<file path="src/rtl/lsu_wb_pipe_pkg.sv">
// Shared RV load/store decode constants for the LSU writeback pipe.
//   F3_*    : funct3 encodings that need special handling in decode
//   SZ_*    : access size encodings taken from funct3[1:0]
//   size_mask(): byte mask for an access size, before lane shifting
package lsu_wb_pipe_pkg;

   localparam logic [2:0] F3_D   = 3'b011;   // LD / SD, XLEN=64 only
   localparam logic [2:0] F3_WU  = 3'b110;   // LWU, XLEN=64 only
   localparam logic [2:0] F3_ILL = 3'b111;   // never legal

   localparam int unsigned ZEXT_BIT = 2;     // funct3 bit selecting zero-extension

   localparam logic [1:0] SZ_B = 2'b00;
   localparam logic [1:0] SZ_H = 2'b01;
   localparam logic [1:0] SZ_W = 2'b10;
   localparam logic [1:0] SZ_D = 2'b11;

   // Unshifted byte-enable pattern for a given access size.
   function automatic logic [7:0] size_mask(input logic [1:0] sz);
      logic [7:0] m;
      m = 8'h00;
      case (sz)
         SZ_B: m = 8'h01;
         SZ_H: m = 8'h03;
         SZ_W: m = 8'h0F;
         SZ_D: m = 8'hFF;
      endcase
      return m;
   endfunction

endpackage

</file>
<file path="src/rtl/lsu_wb_pipe_if.sv">
// Data-memory request/grant channel between the LSU and data memory.
//   mem_req/mem_gnt     : request handshake (master drives req)
//   mem_we/addr/be/wdata: request payload, word-aligned address
//   mem_rvalid/rdata    : in-order load responses (slave drives)
interface lsu_wb_pipe_if #(
   parameter int unsigned XLEN = 32
);
   localparam int unsigned NB = XLEN / 8;

   logic            mem_req;
   logic            mem_gnt;
   logic            mem_we;
   logic [XLEN-1:0] mem_addr;
   logic [NB-1:0]   mem_be;
   logic [XLEN-1:0] mem_wdata;
   logic            mem_rvalid;
   logic [XLEN-1:0] mem_rdata;

   modport master (
      output mem_req, mem_we, mem_addr, mem_be, mem_wdata,
      input  mem_gnt, mem_rvalid, mem_rdata
   );

   modport slave (
      input  mem_req, mem_we, mem_addr, mem_be, mem_wdata,
      output mem_gnt, mem_rvalid, mem_rdata
   );
endinterface

</file>
<file path="src/rtl/lsu_wb_pipe_fifo.sv">
// Outstanding-load tracker: DEPTH-entry FIFO of {rd, f3, offset}.
//   clk, rst        : clock, synchronous active-high reset (clears pointers/count)
//   push, push_data : enqueue when not full
//   pop             : dequeue when not empty
//   head            : oldest entry
//   full, empty     : occupancy flags
module lsu_fifo #(
   parameter int unsigned W     = 11,
   parameter int unsigned DEPTH = 2
) (
   input  logic         clk,
   input  logic         rst,
   input  logic         push,
   input  logic [W-1:0] push_data,
   input  logic         pop,
   output logic [W-1:0] head,
   output logic         full,
   output logic         empty
);
   localparam int unsigned PW = (DEPTH > 1) ? $clog2(DEPTH) : 1;
   localparam int unsigned CW = $clog2(DEPTH + 1);

   logic [W-1:0]  mem_q [DEPTH];
   logic [PW-1:0] wr_ptr;
   logic [PW-1:0] rd_ptr;
   logic [CW-1:0] count;
   logic          do_push;
   logic          do_pop;

   // Pointer advance with explicit wrap so DEPTH=1 stays at index 0.
   function automatic logic [PW-1:0] ptr_inc(input logic [PW-1:0] p);
      return (p == PW'(DEPTH - 1)) ? '0 : p + PW'(1);
   endfunction

   assign do_push = push & ~full;
   assign do_pop  = pop & ~empty;
   assign full    = (count == CW'(DEPTH));
   assign empty   = (count == '0);
   assign head    = mem_q[rd_ptr];

   // Pointer and occupancy state.
   always_ff @(posedge clk) begin
      if (rst) begin
         wr_ptr <= '0;
         rd_ptr <= '0;
         count  <= '0;
      end else begin
         if (do_push) wr_ptr <= ptr_inc(wr_ptr);
         if (do_pop)  rd_ptr <= ptr_inc(rd_ptr);
         count <= count + CW'(do_push) - CW'(do_pop);
      end
   end

   // Entry storage; contents are only meaningful while counted.
   always_ff @(posedge clk) begin
      if (do_push) mem_q[wr_ptr] <= push_data;
   end

endmodule

</file>
<file path="src/rtl/lsu_wb_pipe.sv">
// Load/store unit with registered writeback for an RV32/RV64 datapath.
//   clk, rst      : clock, synchronous active-high reset
//   in_*          : EX op (valid/ready), load/store, funct3, address, store data, rd
//   mem_bus       : data-memory request/grant and in-order load response channel
//   wb_en/reg/val : registered writeback, strobe one cycle after a response
//   misalign      : one-cycle pulse after a misaligned/illegal op is dropped
//   bad_addr      : address of the most recent dropped op
//   rsp_err       : sticky, a response arrived with no load outstanding
module lsu_wb_pipe
   import lsu_wb_pipe_pkg::*;
#(
   parameter int unsigned XLEN  = 32,
   parameter int unsigned DEPTH = 2,
   parameter int unsigned RAW   = 5
) (
   input  logic            clk,
   input  logic            rst,
   input  logic            in_valid,
   output logic            in_ready,
   input  logic            in_load,
   input  logic [2:0]      in_f3,
   input  logic [XLEN-1:0] in_addr,
   input  logic [XLEN-1:0] in_wdata,
   input  logic [RAW-1:0]  in_rd,
   lsu_wb_pipe_if.master   mem_bus,
   output logic            wb_en,
   output logic [RAW-1:0]  wb_reg,
   output logic [XLEN-1:0] wb_val,
   output logic            misalign,
   output logic [XLEN-1:0] bad_addr,
   output logic            rsp_err
);
   localparam int unsigned NB = XLEN / 8;
   localparam int unsigned OW = $clog2(NB);
   localparam int unsigned EW = RAW + 6;

   logic [OW-1:0]   off;
   logic [2:0]      off3;
   logic [1:0]      sz;
   logic            legal;
   logic            aligned;
   logic            ok;
   logic            misaligned;
   logic            req_c;
   logic            push;
   logic            fifo_full;
   logic            fifo_empty;
   logic [EW-1:0]   push_data;
   logic [EW-1:0]   head;
   logic [RAW-1:0]  h_rd;
   logic [2:0]      h_f3;
   logic [2:0]      h_off;
   logic [XLEN-1:0] ld_data;

   // Truncate a lane-aligned load word to its size and sign/zero-extend.
   function automatic logic [XLEN-1:0] extend(input logic [XLEN-1:0] d, input logic [2:0] f3);
      logic [XLEN-1:0] r;
      r = d;
      case (f3[1:0])
         SZ_B: begin
            if (f3[ZEXT_BIT]) r = XLEN'(d[7:0]);
            else              r = XLEN'($signed(d[7:0]));
         end
         SZ_H: begin
            if (f3[ZEXT_BIT]) r = XLEN'(d[15:0]);
            else              r = XLEN'($signed(d[15:0]));
         end
         SZ_W: begin
            if (f3[ZEXT_BIT]) r = XLEN'(d[31:0]);
            else              r = XLEN'($signed(d[31:0]));
         end
         SZ_D: r = d;
      endcase
      return r;
   endfunction

   assign off  = in_addr[OW-1:0];
   assign off3 = 3'(off);
   assign sz   = in_f3[1:0];

   // Decode legality and natural alignment of the incoming op.
   always_comb begin
      legal = (in_f3 != F3_ILL);
      if ((XLEN == 32) && ((in_f3 == F3_D) || (in_f3 == F3_WU))) legal = 1'b0;
      aligned = 1'b1;
      case (sz)
         SZ_B: aligned = 1'b1;
         SZ_H: aligned = (off3[0] == 1'b0);
         SZ_W: aligned = (off3[1:0] == 2'b00);
         SZ_D: aligned = (off3 == 3'b000);
      endcase
   end

   assign ok         = legal & aligned;
   assign misaligned = in_valid & ~ok;

   // A full tracker stalls loads even when a response frees a slot this cycle.
   assign req_c = ~rst & in_valid & ok & (~in_load | ~fifo_full);
   assign push  = req_c & mem_bus.mem_gnt & in_load;

   assign push_data          = {in_rd, in_f3, off3};
   assign {h_rd, h_f3, h_off} = head;
   assign ld_data            = extend(mem_bus.mem_rdata >> {h_off, 3'b000}, h_f3);

   // Request payload and EX handshake; everything forced low under reset.
   always_comb begin
      in_ready          = 1'b0;
      mem_bus.mem_req   = 1'b0;
      mem_bus.mem_we    = 1'b0;
      mem_bus.mem_addr  = '0;
      mem_bus.mem_be    = '0;
      mem_bus.mem_wdata = '0;
      if (!rst) begin
         in_ready          = (req_c & mem_bus.mem_gnt) | misaligned;
         mem_bus.mem_req   = req_c;
         mem_bus.mem_we    = req_c & ~in_load;
         mem_bus.mem_addr  = {in_addr[XLEN-1:OW], OW'(0)};
         mem_bus.mem_be    = NB'(size_mask(sz)) << off;
         mem_bus.mem_wdata = in_wdata << {off, 3'b000};
      end
   end

   lsu_fifo #(
      .W     (EW),
      .DEPTH (DEPTH)
   ) u_fifo (
      .clk       (clk),
      .rst       (rst),
      .push      (push),
      .push_data (push_data),
      .pop       (mem_bus.mem_rvalid),
      .head      (head),
      .full      (fifo_full),
      .empty     (fifo_empty)
   );

   // Writeback, misalign pulse and response-error tracking.
   always_ff @(posedge clk) begin
      if (rst) begin
         wb_en    <= 1'b0;
         wb_reg   <= '0;
         wb_val   <= '0;
         misalign <= 1'b0;
         bad_addr <= '0;
         rsp_err  <= 1'b0;
      end else begin
         wb_en    <= 1'b0;
         misalign <= 1'b0;
         if (mem_bus.mem_rvalid) begin
            if (!fifo_empty) begin
               wb_en  <= (h_rd != '0);
               wb_reg <= h_rd;
               wb_val <= ld_data;
            end else begin
               rsp_err <= 1'b1;
            end
         end
         if (misaligned) begin
            misalign <= 1'b1;
            bad_addr <= in_addr;
         end
      end
   end

endmodule

</file>
<file path="src/flat_wrapper.sv">
// flat-port wrapper written by rule: the top's interface ports become plain ports
module lsu_wb_pipe_flat import lsu_wb_pipe_pkg::*;
#(
   parameter int unsigned XLEN  = 32,
   parameter int unsigned DEPTH = 2,
   parameter int unsigned RAW   = 5
)
  (clk, rst, in_valid, in_ready, in_load, in_f3, in_addr, in_wdata, in_rd, wb_en, wb_reg, wb_val, misalign, bad_addr, rsp_err, mem_bus_mem_req, mem_bus_mem_we, mem_bus_mem_addr, mem_bus_mem_be, mem_bus_mem_wdata, mem_bus_mem_gnt, mem_bus_mem_rvalid, mem_bus_mem_rdata);
  lsu_wb_pipe_if #(.XLEN(XLEN)) mem_bus_i ();
  input  logic clk;
  input  logic rst;
  input  logic in_valid;
  output logic in_ready;
  input  logic in_load;
  input  logic [2:0] in_f3;
  input  logic [XLEN-1:0] in_addr;
  input  logic [XLEN-1:0] in_wdata;
  input  logic [RAW-1:0] in_rd;
  output logic wb_en;
  output logic [RAW-1:0] wb_reg;
  output logic [XLEN-1:0] wb_val;
  output logic misalign;
  output logic [XLEN-1:0] bad_addr;
  output logic rsp_err;
  output wire logic [$bits(mem_bus_i.mem_req)-1:0] mem_bus_mem_req;
  output wire logic [$bits(mem_bus_i.mem_we)-1:0] mem_bus_mem_we;
  output wire logic [$bits(mem_bus_i.mem_addr)-1:0] mem_bus_mem_addr;
  output wire logic [$bits(mem_bus_i.mem_be)-1:0] mem_bus_mem_be;
  output wire logic [$bits(mem_bus_i.mem_wdata)-1:0] mem_bus_mem_wdata;
  input wire logic [$bits(mem_bus_i.mem_gnt)-1:0] mem_bus_mem_gnt;
  input wire logic [$bits(mem_bus_i.mem_rvalid)-1:0] mem_bus_mem_rvalid;
  input wire logic [$bits(mem_bus_i.mem_rdata)-1:0] mem_bus_mem_rdata;
  assign mem_bus_mem_req = mem_bus_i.mem_req;
  assign mem_bus_mem_we = mem_bus_i.mem_we;
  assign mem_bus_mem_addr = mem_bus_i.mem_addr;
  assign mem_bus_mem_be = mem_bus_i.mem_be;
  assign mem_bus_mem_wdata = mem_bus_i.mem_wdata;
  assign mem_bus_i.mem_gnt = mem_bus_mem_gnt;
  assign mem_bus_i.mem_rvalid = mem_bus_mem_rvalid;
  assign mem_bus_i.mem_rdata = mem_bus_mem_rdata;
  lsu_wb_pipe #(.XLEN(XLEN), .DEPTH(DEPTH), .RAW(RAW)) u_core (.clk(clk), .rst(rst), .in_valid(in_valid), .in_ready(in_ready), .in_load(in_load), .in_f3(in_f3), .in_addr(in_addr), .in_wdata(in_wdata), .in_rd(in_rd), .mem_bus(mem_bus_i), .wb_en(wb_en), .wb_reg(wb_reg), .wb_val(wb_val), .misalign(misalign), .bad_addr(bad_addr), .rsp_err(rsp_err));
endmodule
</file>
<file path="config.mk">
export PLATFORM = sky130hd
export DESIGN_NAME = lsu_wb_pipe_flat
export DESIGN_NICKNAME = d
export VERILOG_FILES = /design/src/rtl/lsu_wb_pipe_pkg.sv /design/src/rtl/lsu_wb_pipe_if.sv /design/src/rtl/lsu_wb_pipe_fifo.sv /design/src/rtl/lsu_wb_pipe.sv /design/src/flat_wrapper.sv
export SDC_FILE = /design/constraint.sdc
export NUM_CORES = 1
export LEC_CHECK = 0
export CORE_MARGIN = 10
export CORE_UTILIZATION = 35
export DETAILED_ROUTE_END_ITERATION = 10
export DONT_BUFFER_PORTS = 1
export PLACE_DENSITY = 0.48
export SKIP_CTS_REPAIR_TIMING = 1
export SYNTH_ARGS = -nofsm -noshare
export SYNTH_HDL_FRONTEND = slang
export SYNTH_SLANG_ARGS = --single-unit
</file>
<file path="constraint.sdc">
create_clock -name clk -period 2 [get_ports clk]
set_input_delay 0.1 -clock clk [delete_from_list [all_inputs] [get_ports clk]]
set_output_delay 0.1 -clock clk [all_outputs]
set_load 0.02 [all_outputs]
</file>
==> flow_summary.toml, run 1 <==
[pwr]
p_leak_uw = 0.00219
netSwitchingPower_uw = 2390
p_per_area_nw_per_um2 = 1090
peakVddDrop_uv = 669
switching_share_pct = 36.9
clockPowerShare_pct = 27.3
pwr-share-seq_pct = 44.9
comb_power_share_pct = 27.8
intPower_uw = 4090

[grt]
grt_pass1_wl_mm = 24.4
antenna_found_initial = 0
gr-total-overflow = 0
grt_use_total_pct = 15.5
grt_pass1_vias = 4119
grt_start_max_net_pins = 129

[drt]
ant_nets = 0
top_layer_used = "met4"
drt_wl_total_mm = 16.6
wl_met3_mm = 1.96
drc = 0
vias = 4357
firstDrtPassIters = 5
via_per_inst = 5.33
drtIter0Drc = 220
wl_per_cell_microns = 20.4
wl_met1_mm = 6.39
routed-wl-met2_mm = 7.98

[worst_setup_path]
slowest_delay_ns = 0.39
path_max_fanout = 23
endpoint_kind = "flip-flop"
path_delay_family = "compound AO/OA/AOI/OAI gates"
worstSetupPathType = "flip-flop to flip-flop"
path_buf_inv = 2
critPathArrivalTime_ns = 2.10
crit_top_cell = "buf_12"
required_ns = 2.26
slowest_stage = "dfxtp_1"
start_kind = "flip-flop"
crit_chain = "buf_12 -> mux2_2 -> a22oi_2 -> a22oi_4 -> buf_12 -> a211oi_1"

[floorplanning]
die_y_microns = 139
dieArea_sq_um = 19400
start_util_pct = 35.8
core_sq_um = 13900
fp.dieW_microns = 139
ios = 253
rows = 43

[clock_tree]
root_buffer = "clkbuf_16"
cts_max_level = 3
cts_tree = "yes"
cts_made_buffers = 9
clk_path_buf_depth = 2
clk_latency_ns = 0.35
clkSinkCount = 97
clk_pin_slew_worst_paths_ns = 0.06

[placement]
place.port_buffers = 0
place_inst = 759
globalplace.congestion = 0.894
dp_hpwl_mm = 12.1
dpl_worst_slack_ns = 0.171

[outcome]
outcome = "finished with violations"
violations = "negative hold slack"

[sta]
setup_viol = 0
final_max_slew_viol_count = 0
worstMarginPinSlew_ns = 0.827
setup_slack_ns = 0.163
worst_hold_slack_ns = -0.00372
rsz0062_at_grt = "false"
fin_skew_ns = 0.00853
hold_violations = 1
min_period_ns = 1.84
timing.setup.tns_ns = 0
fmax_mhz = 544
max_slew_margin_pct = 44.6
period_share_pct = 91.8

[synth]
yosys_warnings = 0
ys_async_sr_fraction_pct = 0
netlist_area_sq_um = 4990
synth_edf_count = 20
synth-main-ff-cell = "dfxtp_1"
synth.avg_cell_area_sq_um = 8.24
yosysSeqAreaShare_pct = 43.0
ys_ff_latch = 97
synth_cells = 605
synth_cell_types = 50

[cells_and_area]
layout.cells.non_filler = 817
reg_top3 = "u_core.bad_addr (32), u_core.wb_val (32), u_core.u_fifo.mem_q (20)"
synthToLayoutAreaGrowth_pct = 19.0
antennaDiodeCount = 0
nets = 744
fin_util_pct = 42.6
drive_gt1_share_pct = 9.58

[run]
max_cap_violations = 0

[hold_path]
hold_class = "input pin to flip-flop"
-- kinds of logic (layout without fill, tap and decap cells) --
group	count (synthesis)	after routing	synth area share, %
xor gates and xnor gates	4	4	0.703
and+or+nand+nor	273	273	24.3
muxes	33	33	7.07
buffers and inverters	56	87	5.17
adders and majority gates	2	2	0.502
AOI/OAI and AO/OA	139	139	19.2
other	1	2	0.0752
DFF	97	97	43.0
-- stage by stage --
stage               area (sq um)  total power, uW
finish                      5940             6480
global route                5940             6870
CTS                         5500             6460
detailed placement          5190             4690
global placement            5190             4650
floorplan                   4990             4300
-- cell usage after synthesis, drive strengths merged, types with 2 or more instances --
cell	n	area [sq um]
buf	16	108
nand2	113	424
dfxtp	77	1540
and2	9	56.3
ha	2	25.0
or2	2	12.5
xor2	2	17.5
nand2b	2	12.5
nand3	14	70.1
clkbuf	32	120
xnor2	2	17.5
mux2i	31	327
mux2	2	26.3
o21ai	3	15.0
nor2b	42	263
a211oi	47	408
inv	7	26.3
nor3	4	20.0
a2bb2oi	7	61.3
a21oi	69	345
nor2	81	307
edfxtp	20	601
or4	2	15.0
a22oi	2	33.8
-- cell usage in the layout (no fill, tap or decap), types with 3 or more instances in the layout --
cell type      count
nor2b_1           42
buf_12             3
nand2_1          113
inv_1              7
nor3_1             4
a211oi_2          11
nand3_1           14
dfxtp_1           77
clkbuf_16          9
buf_4             18
mux2i_1           29
a21oi_1           69
a2bb2oi_1          7
a211oi_1          36
nor2_1            79
edfxtp_1          20
and2_1             9
dlygate4sd3_1     41
-- power groups by stage --
| stage | Combinational [uW] | Sequential, uW | Clock [uW] |
|---|---|---|---|
| floorplan | 1450 | 2840 | 0 |
| global placement | 1680 | 2970 | 0 |
| detailed placement | 1710 | 2980 | 0 |
| CTS | 1710 | 2930 | 1820 |
| global route | 2000 | 2960 | 1910 |
| finish | 1800 | 2910 | 1770 |
-- worst reg2reg max path, delay by kind of cell, from the launching register on --
kind	cells	cell delay, ns
AO/OA/AOI/OAI	3	0.62
flip-flops	1	0.39
buffers and inverters	2	0.37
multiplexers	1	0.37
-- metal layers --
| layer | global-route usage [%] | vias up |
|---|---|---|
| li1 | - | 2122 |
| met5 | 0 | - |
| met4 | 5.38 | 0 |
| met3 | 8.20 | 22 |
| met1 | 16.9 | 2015 |
| met2 | 25.0 | 198 |
-- worst paths after layout --
check                        start           endpoint  slack, ns  cells past startpoint
min reg2reg   u_core.u_fifo.rd_ptr          flip-flop       0.50                      2
max reg2reg              flip-flop  u_core.wb_val[18]       0.16                      6
min          mem_bus_mem_rdata[22]  u_core.wb_val[14]     -0.004                      2
max                      flip-flop  u_core.wb_val[18]       0.16                      6
-- final cells by class --
type | count | area (sq um)
clock buffer | 12 | 256
clock inverter | 4 | 51.3
fill | 1366 | 8000
inverter | 8 | 30.0
multi-input combinational | 453 | 2600
sequential | 97 | 2140
tap | 180 | 225
timing repair buffer | 63 | 633
(Power assumes the default switching activity.)
==> run 2, diff against run 1 <==
--- a/config.mk
+++ b/config.mk
@@ -14,3 +14,4 @@
 export SYNTH_ARGS = -nofsm -noshare
 export SYNTH_HDL_FRONTEND = slang
 export SYNTH_SLANG_ARGS = --single-unit
+export TNS_END_PERCENT = 30
==> constraint.sdc (replaced) <==
create_clock -name clk -period 1.6 [get_ports clk]
set_input_delay 0.08 -clock clk [delete_from_list [all_inputs] [get_ports clk]]
set_output_delay 0.08 -clock clk [all_outputs]
set_load 0.01 [all_outputs]
==> run 2 against run 1 <==
  * The flow finishes with violations (negative hold slack, negative setup slack)
  * Maximum frequency rose by 5.3%
  * Sequential share of layout area down 2.0 points
  * Critical path depth stayed put
  * Wire length is 1.9% higher
  * Clock skew is 0.0026 ns lower
  * Hold slack worse by 0.0071 ns
  * Sequential cell count unchanged
  * Power is 24% higher
  * Die area stayed put
  * Critical endpoint is now u_core.wb_val[25]
  * Highest routed layer unchanged
==> flow_summary.toml, run 2 (synthesis gave the netlist of run 1 again) <==
[clock_tree]
clkSinkCount = 97
cts_tree = "yes"
cts_made_buffers = 9
root_buffer = "clkbuf_16"
clk_path_buf_depth = 2
clk_latency_ns = 0.35
clk_pin_slew_worst_paths_ns = 0.07
cts_max_level = 3

[pwr]
netSwitchingPower_uw = 2750
peakVddDrop_uv = 700
clockPowerShare_pct = 26.3
p_per_area_nw_per_um2 = 1280
p_leak_uw = 0.00236
intPower_uw = 5290
pwr-share-seq_pct = 42.0
comb_power_share_pct = 31.6
switching_share_pct = 34.2

[placement]
place_area_sq_um = 5340
place.port_buffers = 0
globalplace.congestion = 0.837
dp_hpwl_mm = 12.3

[worst_setup_path]
crit_path_end = "u_core.wb_val[25]"
critPathArrivalTime_ns = 2.01
r2r_start = "u_core.u_fifo.mem_q[0][0]"
crit_start = "u_core.u_fifo.mem_q[0][0]"
required_ns = 1.87
start_kind = "flip-flop"
endpoint_kind = "flip-flop"
r2r.worst_path.cells = 6
reg2reg_slack_ns = -0.14
worstSetupPathType = "flip-flop to flip-flop"
r2r-end = "u_core.wb_val[25]"
path_max_fanout = 16

[drt]
wl_per_cell_microns = 20.1
ant_nets = 0
via_per_inst = 5.31
drc = 0
firstDrtPassIters = 5
drtIter0Drc = 231
drt_wl_total_mm = 17.0
vias = 4478

[sta]
worstMarginPinSlew_ns = 0.515
setup_viol = 31
setup_slack_ns = -0.144
max_slew_margin_pct = 65.5
fin_skew_ns = 0.00596
rsz0062_at_grt = "true"
hold_violations = 4
final_max_slew_viol_count = 0
fmax_mhz = 573
worst_hold_slack_ns = -0.0108
min_period_ns = 1.74
period_share_pct = 109

[cells_and_area]
final_common_cell = "nand2_1"
nets = 770
multi_input_area_sq_um = 2720
design_area_sq_um = 6290
seq_area_sq_um = 2150
layout_common_cells = "nand2_1 (112), nor2_1 (78), dfxtp_1 (74), a21oi_1 (66), dlygate4sd3_1 (47)"
drive_gt1_share_pct = 16.0
reg_top3 = "u_core.bad_addr (32), u_core.wb_val (32), u_core.u_fifo.mem_q (20)"
fillers = 1366
synthToLayoutAreaGrowth_pct = 26.1
antennaDiodeCount = 0

[floorplanning]
ios = 253
core_sq_um = 13900
fp.dieW_microns = 139
rows = 43
die_y_microns = 139
start_util_pct = 35.8
dieArea_sq_um = 19400

[grt]
antenna_found_initial = 0
grt_pass1_vias = 4115
grt_start_max_net_pins = 129
gr-total-overflow = 0
grt_use_total_pct = 15.4
grt_pass1_wl_mm = 24.3

[outcome]
violations = "negative hold slack, negative setup slack"
outcome = "finished with violations"

[hold_path]
hold_class = "input pin to flip-flop"
hold_start = "mem_bus_mem_rdata[19]"

[run]
max_cap_violations = 0
run 2: cell count changes in the layout (fill, tap and decap cells not counted), moves of 3 or more:
cell / previous run / this run
dfxtp_1: 77 / 74
buf_4: 18 / 33
dlygate4sd3_1: 41 / 47
a211oi_2: 11 / 15
dfxtp_2: 0 / 3
mux2i_2: 1 / 7
mux2i_1: 29 / 22
buf_6: 0 / 3
a21oi_1: 69 / 66
a211oi_1: 36 / 32
a21oi_2: 0 / 3
run 2: worst min path at each step:
stage	slack, ns	endpoint	depth (start not counted)
6_report	-0.01	u_core.wb_val[11]	2
3_3_place_gp	0.17	u_core.bad_addr[22]	1
3_5_place_dp	0.17	u_core.bad_addr[22]	1
2_1_floorplan	0.18	u_core.u_fifo.mem_q[0][0]	0
4_1_cts	-0.21	u_core.bad_addr[23]	1
5_1_grt	0.001	u_core.wb_val[11]	2
run 2: final cells by class:
| cell class | count | area share (%) |
|---|---|---|
| Clock buffer | 10 | 3.64 |
| Inverter | 8 | 0.498 |
| Clock inverter | 6 | 0.935 |
| Tap cell | 180 | 3.58 |
| Multi-Input combinational cell | 453 | 43.2 |
| Sequential cell | 97 | 34.1 |
| Timing Repair Buffer | 89 | 14.0 |
run 2: routing by layer:
metal | part of all wire, % | GRT usage, % | up-vias
li1 | - | - | 2174
met1 | 37 | 16.8 | 2085
met2 | 49 | 24.9 | 202
met3 | 12 | 9.22 | 17
met4 | 1.3 | 4.06 | 0
met5 | 0 | 0 | -
run 2: worst max-delay path: stages (launching register included):
cell and delay, ns:
edfxtp_1 0.39, mux2_4 0.30, mux2i_2 0.16, a22oi_2 0.30, a22oi_4 0.13, buf_12 0.17, a211oi_2 0.21
run 2: metrics by stage:
stage	cells	setup slack (ns)	TNS, ns	util (%)	total power (uW)
6_report	843	-0.144	-2.32	45.1	8040
2_1_floorplan	606	-0.159	-2.86	-	5060
3_3_place_gp	774	-0.171	-2.74	38.3	5590
4_1_cts	790	-0.237	-3.77	40.4	7780
5_1_grt	843	-0.208	-4.90	45.1	8540
3_5_place_dp	774	-0.226	-3.59	38.3	5640
run 2: power by group through the flow:
stage / clock, uW / sequential (uW) / combinational [uW]
2_1_floorplan: 0 / 3300 / 1760
6_report: 2120 / 3380 / 2540
5_1_grt: 2280 / 3440 / 2810
3_3_place_gp: 0 / 3430 / 2160
3_5_place_dp: 0 / 3450 / 2190
4_1_cts: 2190 / 3390 / 2200
==> run 3, diff against run 2 <==
--- a/config.mk
+++ b/config.mk
@@ -9,7 +9,7 @@
 export CORE_UTILIZATION = 35
 export DETAILED_ROUTE_END_ITERATION = 10
 export DONT_BUFFER_PORTS = 1
-export PLACE_DENSITY = 0.48
+export PLACE_DENSITY = 0.62
 export SKIP_CTS_REPAIR_TIMING = 1
 export SYNTH_ARGS = -nofsm -noshare
 export SYNTH_HDL_FRONTEND = slang
==> run 3 against run 2 <==
  * First-iteration DRC count down 6.1%
  * Critical path type unchanged
  * Via count down 0.40%
  * Wire length up 2.5%
  * Critical endpoint is now u_core.wb_val[14]
  * Highest routed layer unchanged
  * Sequential cell count unchanged
  * Count of clock-buffer cells in the layout up 2
  * The flow still finishes with violations (negative hold slack, negative setup slack)
  * Global-route usage up 1.2 points
==> flow_summary.toml, run 3 (synthesis gave the netlist of run 1 again) <==
[worst_setup_path]
slowest_stage = "dfxtp_4"
crit_chain = "mux2_4 -> mux2i_2 -> a22oi_2 -> a21oi_1 -> buf_4 -> a211oi_2"
endpoint_kind = "flip-flop"
required_ns = 1.87
reg2reg_slack_ns = -0.16
start_kind = "flip-flop"
path_max_fanout = 8
path_delay_family = "compound AO/OA/AOI/OAI gates"
worstSetupPathType = "flip-flop to flip-flop"
path_buf_inv = 1
critPathArrivalTime_ns = 2.04
slowest_delay_ns = 0.39

[drt]
firstDrtPassIters = 5
ant_nets = 0
vias = 4460
drt_wl_total_mm = 17.4
via_per_inst = 5.40
drtIter0Drc = 217
wl_per_cell_microns = 21.0
drc = 0

[sta]
min_period_ns = 1.76
max_slew_margin_pct = 62.2
period_share_pct = 110
fmax_mhz = 567
worst_hold_slack_ns = -0.196
worstMarginPinSlew_ns = 0.564
setup_slack_ns = -0.164
setup_viol = 31
final_max_slew_viol_count = 0
rsz0062_at_grt = "true"
fin_skew_ns = 0.00826
hold_violations = 57

[floorplanning]
start_util_pct = 35.8
dieArea_sq_um = 19400
ios = 253
rows = 43
die_y_microns = 139
core_sq_um = 13900
fp.dieW_microns = 139

[run]
max_cap_violations = 0

[grt]
grt_pass1_vias = 4509
grt_start_max_net_pins = 129
antenna_found_initial = 0
gr-total-overflow = 0
grt_use_total_pct = 16.6
grt_pass1_wl_mm = 26.0

[pwr]
p_leak_uw = 0.00229
peakVddDrop_uv = 584
p_per_area_nw_per_um2 = 1320

[clock_tree]
clk_path_buf_depth = 2
cts_tree = "yes"
cts_made_buffers = 9
cts_max_level = 3
clk_pin_slew_worst_paths_ns = 0.07
root_buffer = "clkbuf_16"
clk_latency_ns = 0.34
clkSinkCount = 97

[cells_and_area]
fin_util_pct = 44.0
layout.cells.non_filler = 826
final_common_cell = "nand2_1"
nets = 753
fillers = 1381
drive_gt1_share_pct = 17.2
synthToLayoutAreaGrowth_pct = 22.9
reg_top3 = "u_core.bad_addr (32), u_core.wb_val (32), u_core.u_fifo.mem_q (20)"
layout_common_cells = "nand2_1 (113), nor2_1 (79), dfxtp_1 (76), a21oi_1 (66), nor2b_1 (42)"
antennaDiodeCount = 0

[placement]
place.port_buffers = 0
globalplace.congestion = 0.913
place_inst = 781
dp_hpwl_mm = 13.2

[outcome]
outcome = "finished with violations"
violations = "negative hold slack, negative setup slack"

[hold_path]
hold_class = "input pin to flip-flop"
==> run 3: changes by cell type in the layout (fill, tap and decap cells not counted), sizes merged <==
cell and delta:
buf +1, clkbuf +2, clkinv -4, clkinvlp +2, dlygate4sd3 -18
==> run 3: per-stage QoR <==
stage	total power (uW)	setup WS, ns	cell area, sq um	setup TNS, ns
after floorplan	5060	-0.159	5010	-2.86
after global placement	5640	-0.132	5370	-2.47
after detailed placement	5690	-0.194	5370	-4.05
after CTS	7900	-0.208	5670	-4.48
after global routing	8570	-0.261	6130	-6.17
final	8080	-0.164	6130	-3.44
==> run 3: routing by layer <==
layer / vias to the layer above / track usage, % / share of wire (%)
met4: 0 / 5.38 / 2.0
met5: - / 0 / 0
met3: 26 / 7.93 / 11
met1: 2083 / 17.5 / 37
li1: 2134 / - / -
met2: 217 / 28.5 / 50
==> run 3: path summary, 6_finish.rpt <==
| check | end | depth (start not counted) | from |
|---|---|---|---|
| max | u_core.wb_val[14] | 6 | flip-flop |
| min | u_core.u_fifo.wr_ptr | 1 | rst |
| max reg2reg | u_core.wb_val[14] | 6 | flip-flop |
| min reg2reg | u_core.wb_val[0] | 2 | u_core.wb_val[0] |
==> run 3: where the power goes <==
group / leakage [uW] / total (uW) / switching [uW] / internal [uW]
logic: 0.00134 / 2480 / 1360 / 1120
clock network: 0.000138 / 2200 / 922 / 1270
registers: 0.000809 / 3400 / 503 / 2900
==> run 3: layout make-up <==
class                   instances  area (sq um)  area share (%)
clock inverters                 4          52.6           0.858
flip-flops and latches         97          2150            35.0
clock buffers                  12           250            4.08
multi-input cells             453          2760            45.1
inverters                       8          31.3           0.511
repair buffers                 72           658            10.7
well taps                     180           225            3.68
